File: config.mk
export PLATFORM = sky130hd
export DESIGN_NAME = audio_stream_writer
export DESIGN_NICKNAME = d
export VERILOG_FILES = /design/src/rtl/audio_stream_writer.sv
export SDC_FILE = /design/constraint.sdc
export NUM_CORES = 1
export LEC_CHECK = 0
export ABC_AREA = 0
export CORE_ASPECT_RATIO = 0.5
export CORE_MARGIN = 2
export CORE_UTILIZATION = 38
export CTS_CLUSTER_DIAMETER = 80
export DETAILED_ROUTE_END_ITERATION = 8
export GPL_ROUTABILITY_DRIVEN = 0
export SKIP_LAST_GASP = 1
export SLEW_MARGIN = 15
export SYNTH_ARGS = -nofsm -noshare
export SYNTH_HDL_FRONTEND = slang
export SYNTH_SLANG_ARGS = --single-unit
File: constraint.sdc
create_clock -name clk -period 4.77 [get_ports clk]
set_input_delay 0.7155 -clock clk [delete_from_list [all_inputs] [get_ports clk]]
set_output_delay 0.7155 -clock clk [all_outputs]
set_load 0.1 [all_outputs]
File: src/rtl/audio_stream_writer.sv
// Avalon-MM slave that accepts audio samples from the CPU and plays them out
// through a valid/ready source, buffered by a DEPTH-entry FIFO and one output register.
module audio_stream_writer #(
    parameter int DATA_SIZE = 24,
    parameter int DEPTH     = 16,
    parameter int CNT_W     = 16
) (
    input  logic                 clk,
    input  logic                 reset_n,
    input  logic                 chipselect,
    input  logic [1:0]           address,
    input  logic                 read,
    input  logic                 write,
    input  logic [31:0]          writedata,
    output logic [31:0]          read_data,
    output logic                 sink_valid,
    output logic [DATA_SIZE-1:0] sink_data,
    input  logic                 sink_ready
);

    localparam int PTR_W = $clog2(DEPTH);
    localparam int LVL_W = PTR_W + 1;
    localparam logic [LVL_W-1:0] FULL_LVL = LVL_W'(DEPTH);

    localparam logic [1:0] ADDR_DATA   = 2'd0;
    localparam logic [1:0] ADDR_CTRL   = 2'd1;
    localparam logic [1:0] ADDR_UCOUNT = 2'd2;

    logic [DATA_SIZE-1:0] mem [DEPTH];
    logic [PTR_W-1:0]     wr_ptr;
    logic [PTR_W-1:0]     rd_ptr;
    logic [PTR_W-1:0]     push_addr;
    logic [LVL_W-1:0]     level;
    logic                 enable;
    logic                 overflow;
    logic                 underrun;
    logic [CNT_W-1:0]     underrun_cnt;

    logic bus_wr;
    logic bus_rd;
    logic data_wr;
    logic ctrl_wr;
    logic cnt_wr;
    logic flush;
    logic clr_flags;
    logic full;
    logic empty;
    logic push;
    logic load;
    logic ovf_set;
    logic ur_event;
    logic [31:0] status;
    logic [31:0] rd_mux;

    // Only writedata[DATA_SIZE-1:0] and CTRL bits 2:0 carry meaning.
    logic unused_writedata;
    assign unused_writedata = ^writedata;

    assign bus_wr    = chipselect && write;
    assign bus_rd    = chipselect && read;
    assign data_wr   = bus_wr && (address == ADDR_DATA);
    assign ctrl_wr   = bus_wr && (address == ADDR_CTRL);
    assign cnt_wr    = bus_wr && (address == ADDR_UCOUNT);
    assign flush     = ctrl_wr && writedata[1];
    assign clr_flags = ctrl_wr && writedata[2];

    assign full  = (level == FULL_LVL);
    assign empty = (level == '0);

    // A flush frees the whole FIFO first, so a push in the same cycle always lands.
    assign push     = data_wr && (flush || !full);
    assign ovf_set  = data_wr && full && !flush;
    assign load     = enable && !empty && (!sink_valid || sink_ready) && !flush;
    assign ur_event = enable && sink_ready && !sink_valid && empty;

    assign push_addr = flush ? '0 : wr_ptr;

    assign status = {16'(level), 11'd0, enable, underrun, overflow, full, empty};

    always_comb begin
        rd_mux = '0;
        case (address)
            ADDR_CTRL:   rd_mux = status;
            ADDR_UCOUNT: rd_mux = 32'(underrun_cnt);
            default:     rd_mux = '0;
        endcase
    end

    always_ff @(posedge clk) begin
        if (push) begin
            mem[push_addr] <= writedata[DATA_SIZE-1:0];
        end
    end

    always_ff @(posedge clk) begin
        if (!reset_n) begin
            wr_ptr <= '0;
            rd_ptr <= '0;
            level  <= '0;
        end else if (flush) begin
            rd_ptr <= '0;
            wr_ptr <= PTR_W'(push);
            level  <= LVL_W'(push);
        end else begin
            if (push) begin
                wr_ptr <= wr_ptr + PTR_W'(1);
            end
            if (load) begin
                rd_ptr <= rd_ptr + PTR_W'(1);
            end
            case ({push, load})
                2'b10:   level <= level + LVL_W'(1);
                2'b01:   level <= level - LVL_W'(1);
                default: level <= level;
            endcase
        end
    end

    // Output register: a presented sample is only retracted by acceptance, flush or reset.
    always_ff @(posedge clk) begin
        if (!reset_n) begin
            sink_valid <= 1'b0;
            sink_data  <= '0;
        end else if (flush) begin
            sink_valid <= 1'b0;
        end else if (load) begin
            sink_valid <= 1'b1;
            sink_data  <= mem[rd_ptr];
        end else if (sink_valid && sink_ready) begin
            sink_valid <= 1'b0;
        end
    end

    always_ff @(posedge clk) begin
        if (!reset_n) begin
            enable       <= 1'b0;
            overflow     <= 1'b0;
            underrun     <= 1'b0;
            underrun_cnt <= '0;
        end else begin
            if (ctrl_wr) begin
                enable <= writedata[0];
            end
            if (clr_flags) begin
                overflow <= 1'b0;
                underrun <= 1'b0;
            end else begin
                if (ovf_set) begin
                    overflow <= 1'b1;
                end
                if (ur_event) begin
                    underrun <= 1'b1;
                end
            end
            if (cnt_wr) begin
                underrun_cnt <= '0;
            end else if (ur_event && (underrun_cnt != '1)) begin
                underrun_cnt <= underrun_cnt + CNT_W'(1);
            end
        end
    end

    // Reads sample the register file before any write in the same cycle.
    always_ff @(posedge clk) begin
        if (!reset_n) begin
            read_data <= '0;
        end else if (bus_rd) begin
            read_data <= rd_mux;
        end
    end

endmodule

==> impl_metrics.yaml <==
outcome:
  status: "completed"
floorplanning:
  ioPinCount: 97
  die_area_um2: 49000
  die_w_um: 311
  initial_core_util: 0.384
  rows: 56
  die_h_um: 158
  core_um2: 46700
logic_synthesis:
  syn_area_um2: 17900
  synthArstFlopShare: 0
  yosysSeqAreaShare: 0.731
  avgSynthCellArea_um2: 18.7
  synth_seq_cells: 462
  synth-simple-area-share: 0.0516
  synth_top_family_by_area: "multiplexers"
  ys_top_cells_by_area: "edfxtp_1 64%, mux4_2 12%, dfxtp_1 8.7%"
  synth_top_area_share: 0.644
  yosys.area.top_type: "edfxtp_1"
  synth_compound_area_frac: 0.0288
  synth_edf_count: 384
  synthCells: 960
  ys.warnings.count: 0
  synthFlopType: "edfxtp_1"
  synthXorXnorAreaFrac: 0.0103
  synth-adder-area-share: 0.00880
  muxShareOfSynthArea: 0.150
  synth_cell_types: 48
sta:
  max_freq_mhz: 284
  fin_worst_skew_ps: 19.9
  setup_viol: 0
  tightestPinTransition_ps: 1120
  fin_ws_ps: 1250
  fin_hold_ws_ps: 476
  fin_crit_sh: 0.737
  hold_violations: 0
  drv_slew: 0
  fin_tns_setup_ps: 0
  post-route-min-period_ps: 3520
  max-slew-margin-rel: 0.252
  rsz0062_at_grt: "false"
final_layout:
  drive_gt1_frac: 0.198
  syn_to_final_growth_pct: 17.0
  fin_nets: 1107
clock_tree:
  root_buffer: "clkbuf_16"
  cts_hold_buf: 0
  clock_latency_ps: 560
  htreeDepth: 2
  clock_sinks: 462
  cts_max_path_buffers: 3
  cts_resized: 0
  post_cts_buffers: 0
  cts_tree: "yes"
  clkSlewWorstSetupHoldPaths_ps: 60
  cts_buffers: 43
grt:
  gr-total-overflow: 0
  grt_pass1_wl_mm: 57.3
  antenna_found_initial: 1
  grt_use_total: 0.156
  grt_max_degree: 56
  grt_pass1_vias: 9520
power_and_ir_drop:
  seqPwrFrac: 0.560
  p_clk_frac: 0.419
  p_sw_mw: 1.59
  comb_power_share: 0.021
  irDropWorstVdd_v: 0.000195
  p_int_mw: 6.22
  p_sw_frac: 0.203
  p_per_area_nw_per_um2: 373
  p_leak_nw: 6.34
route:
  drt_pass1_iterations: 5
  viasPerCell: 5.29
  wl_per_cell_um: 22.1
  drc_errors: 0
  drt_iter0_drc: 796
  drt_wl_total_mm: 38.2
  ant_nets: 0
  vias: 9129
worst_setup_path:
  cp_common_cell: "ha_1"
  cp_slowest_cell: "clkdlybuf4s50_1"
  path_max_fanout: 9
  cp-end-kind: "flop"
  crit_type: "in -> reg"
  critPathMaxStageDelay_ps: 420
  cp-start-kind: "input pin"
  path_cells: "clkdlybuf4s50_1 -> inv_1 -> ha_1 -> nand4_1 -> a31oi_2 -> inv_1 -> ha_1 -> ha_1 -> nor2b_1 -> o21ai_0 -> nor4b_1 -> o21ai_0 -> a21oi_1"
  cp.arrival_ps: 3990
  rr_worst_depth: 11
  crit_required_ps: 5240
min_path:
  min_path_type: "reg -> reg"
  hold_path_depth: 2
job:
  cap_violations: 0
place:
  detailed_place_hpwl_mm: 21.8
  pre_cts_ws_ps: 762
  io_buffer_count: 77
[cell usage in the layout (no fill, tap or decap), drive strengths merged, types with 23 or more instances in the layout]
master / count
nand2: 24
nor2: 42
mux4: 96
o221ai: 24
edfxtp: 384
clkbuf: 52
mux2i: 52
clkdlybuf4s50: 76
clkinv: 23
dfxtp: 78
buf: 28
nand3: 39
[cells by family (layout without fill, tap and decap cells)]
logic type                 after synthesis  after routing
AOI/OAI and AO/OA                       68             68
and+or+nand+nor                        174            174
other                                    1             12
adders and majority gates               12             12
xor gates and xnor gates                21             21
DFF                                    462            462
muxes                                  148            148
buffers and inverters                   74            192
[Yosys cell counts, types with 6 or more instances]
library cell,count
a21boi_0,7
inv_1,9
o221ai_1,24
nand4_1,8
nor2_1,42
ha_1,11
xnor2_1,16
mux2i_1,52
a22oi_1,11
nand2_1,24
nor3_1,11
a21oi_1,11
mux4_2,96
nand3_1,38
nor2b_1,19
buf_4,14
edfxtp_1,384
dfxtp_1,78
buf_2,16
clkbuf_1,32
and3_1,6
[path summary, 6_finish.rpt]
path,from,endpoint,slack (ps)
hold reg to reg,read_data[17]$_SDFFE_PN0P_,read_data[17]$_SDFFE_PN0P_,480
hold / removal,read_data[17]$_SDFFE_PN0P_,read_data[17]$_SDFFE_PN0P_,480
setup reg to reg,level[0]$_SDFFE_PN0P_,level[4]$_SDFFE_PP0P_,1490
setup / recovery,address[1],level[4]$_SDFFE_PP0P_,1250
[per-stage QoR]
| step | power (mW) | instance area, um^2 | cells | util |
|---|---|---|---|---|
| after CTS | 7.88 | 20900 | 1726 | 0.449 |
| after global routing | 8.05 | 20900 | 1727 | 0.449 |
| after floorplan | 4.55 | 17900 | 970 | - |
| final | 7.81 | 20900 | 1727 | 0.449 |
| after global placement | 4.62 | 19600 | 1648 | 0.420 |
| after detailed placement | 4.62 | 19600 | 1648 | 0.420 |
[state kept, by name (all words and copies together) (netlist names)]
| name | count |
|---|---|
| enable | 1 |
| level | 5 |
| mem | 384 |
| overflow | 1 |
| rd_ptr | 4 |
| read_data | 21 |
| sink_data | 24 |
| sink_valid | 1 |
| underrun | 1 |
| underrun_cnt | 16 |
| wr_ptr | 4 |
[worst max-delay path, delay by kind of cell]
kind            cells  cell delay (ps)
buf+inv             3              670
simple gates        3              710
fa+ha+maj           3              970
compound gates      4              920
[layer usage]
metal / vias up / share of wire / global-route usage
li1: 4049 / - / -
met1: 4812 / 0.45 / 0.210
met2: 220 / 0.48 / 0.267
met3: 48 / 0.049 / 0.0274
met4: 0 / 0.017 / 0.0386
met5: - / 0 / 0
[power groups by stage]
stage | logic (mW) | clock network (mW) | registers (mW)
6_report | 0.164 | 3.27 | 4.37
5_1_grt | 0.177 | 3.50 | 4.37
4_1_cts | 0.165 | 3.34 | 4.37
3_5_place_dp | 0.165 | 0 | 4.46
3_3_place_gp | 0.158 | 0 | 4.46
2_1_floorplan | 0.0837 | 0 | 4.46
[cell type report]
cell class / instances / area [um^2]
clock buffers: 52 / 1140
multi-input cells: 434 / 4610
fillers: 3941 / 25700
diodes: 1 / 2.50
flip-flops and latches: 462 / 13100
clock inverters: 26 / 198
well taps: 638 / 798
repair buffers: 104 / 1060
inverters: 10 / 37.5
No activity file was read; power rests on OpenSTA's default activity.
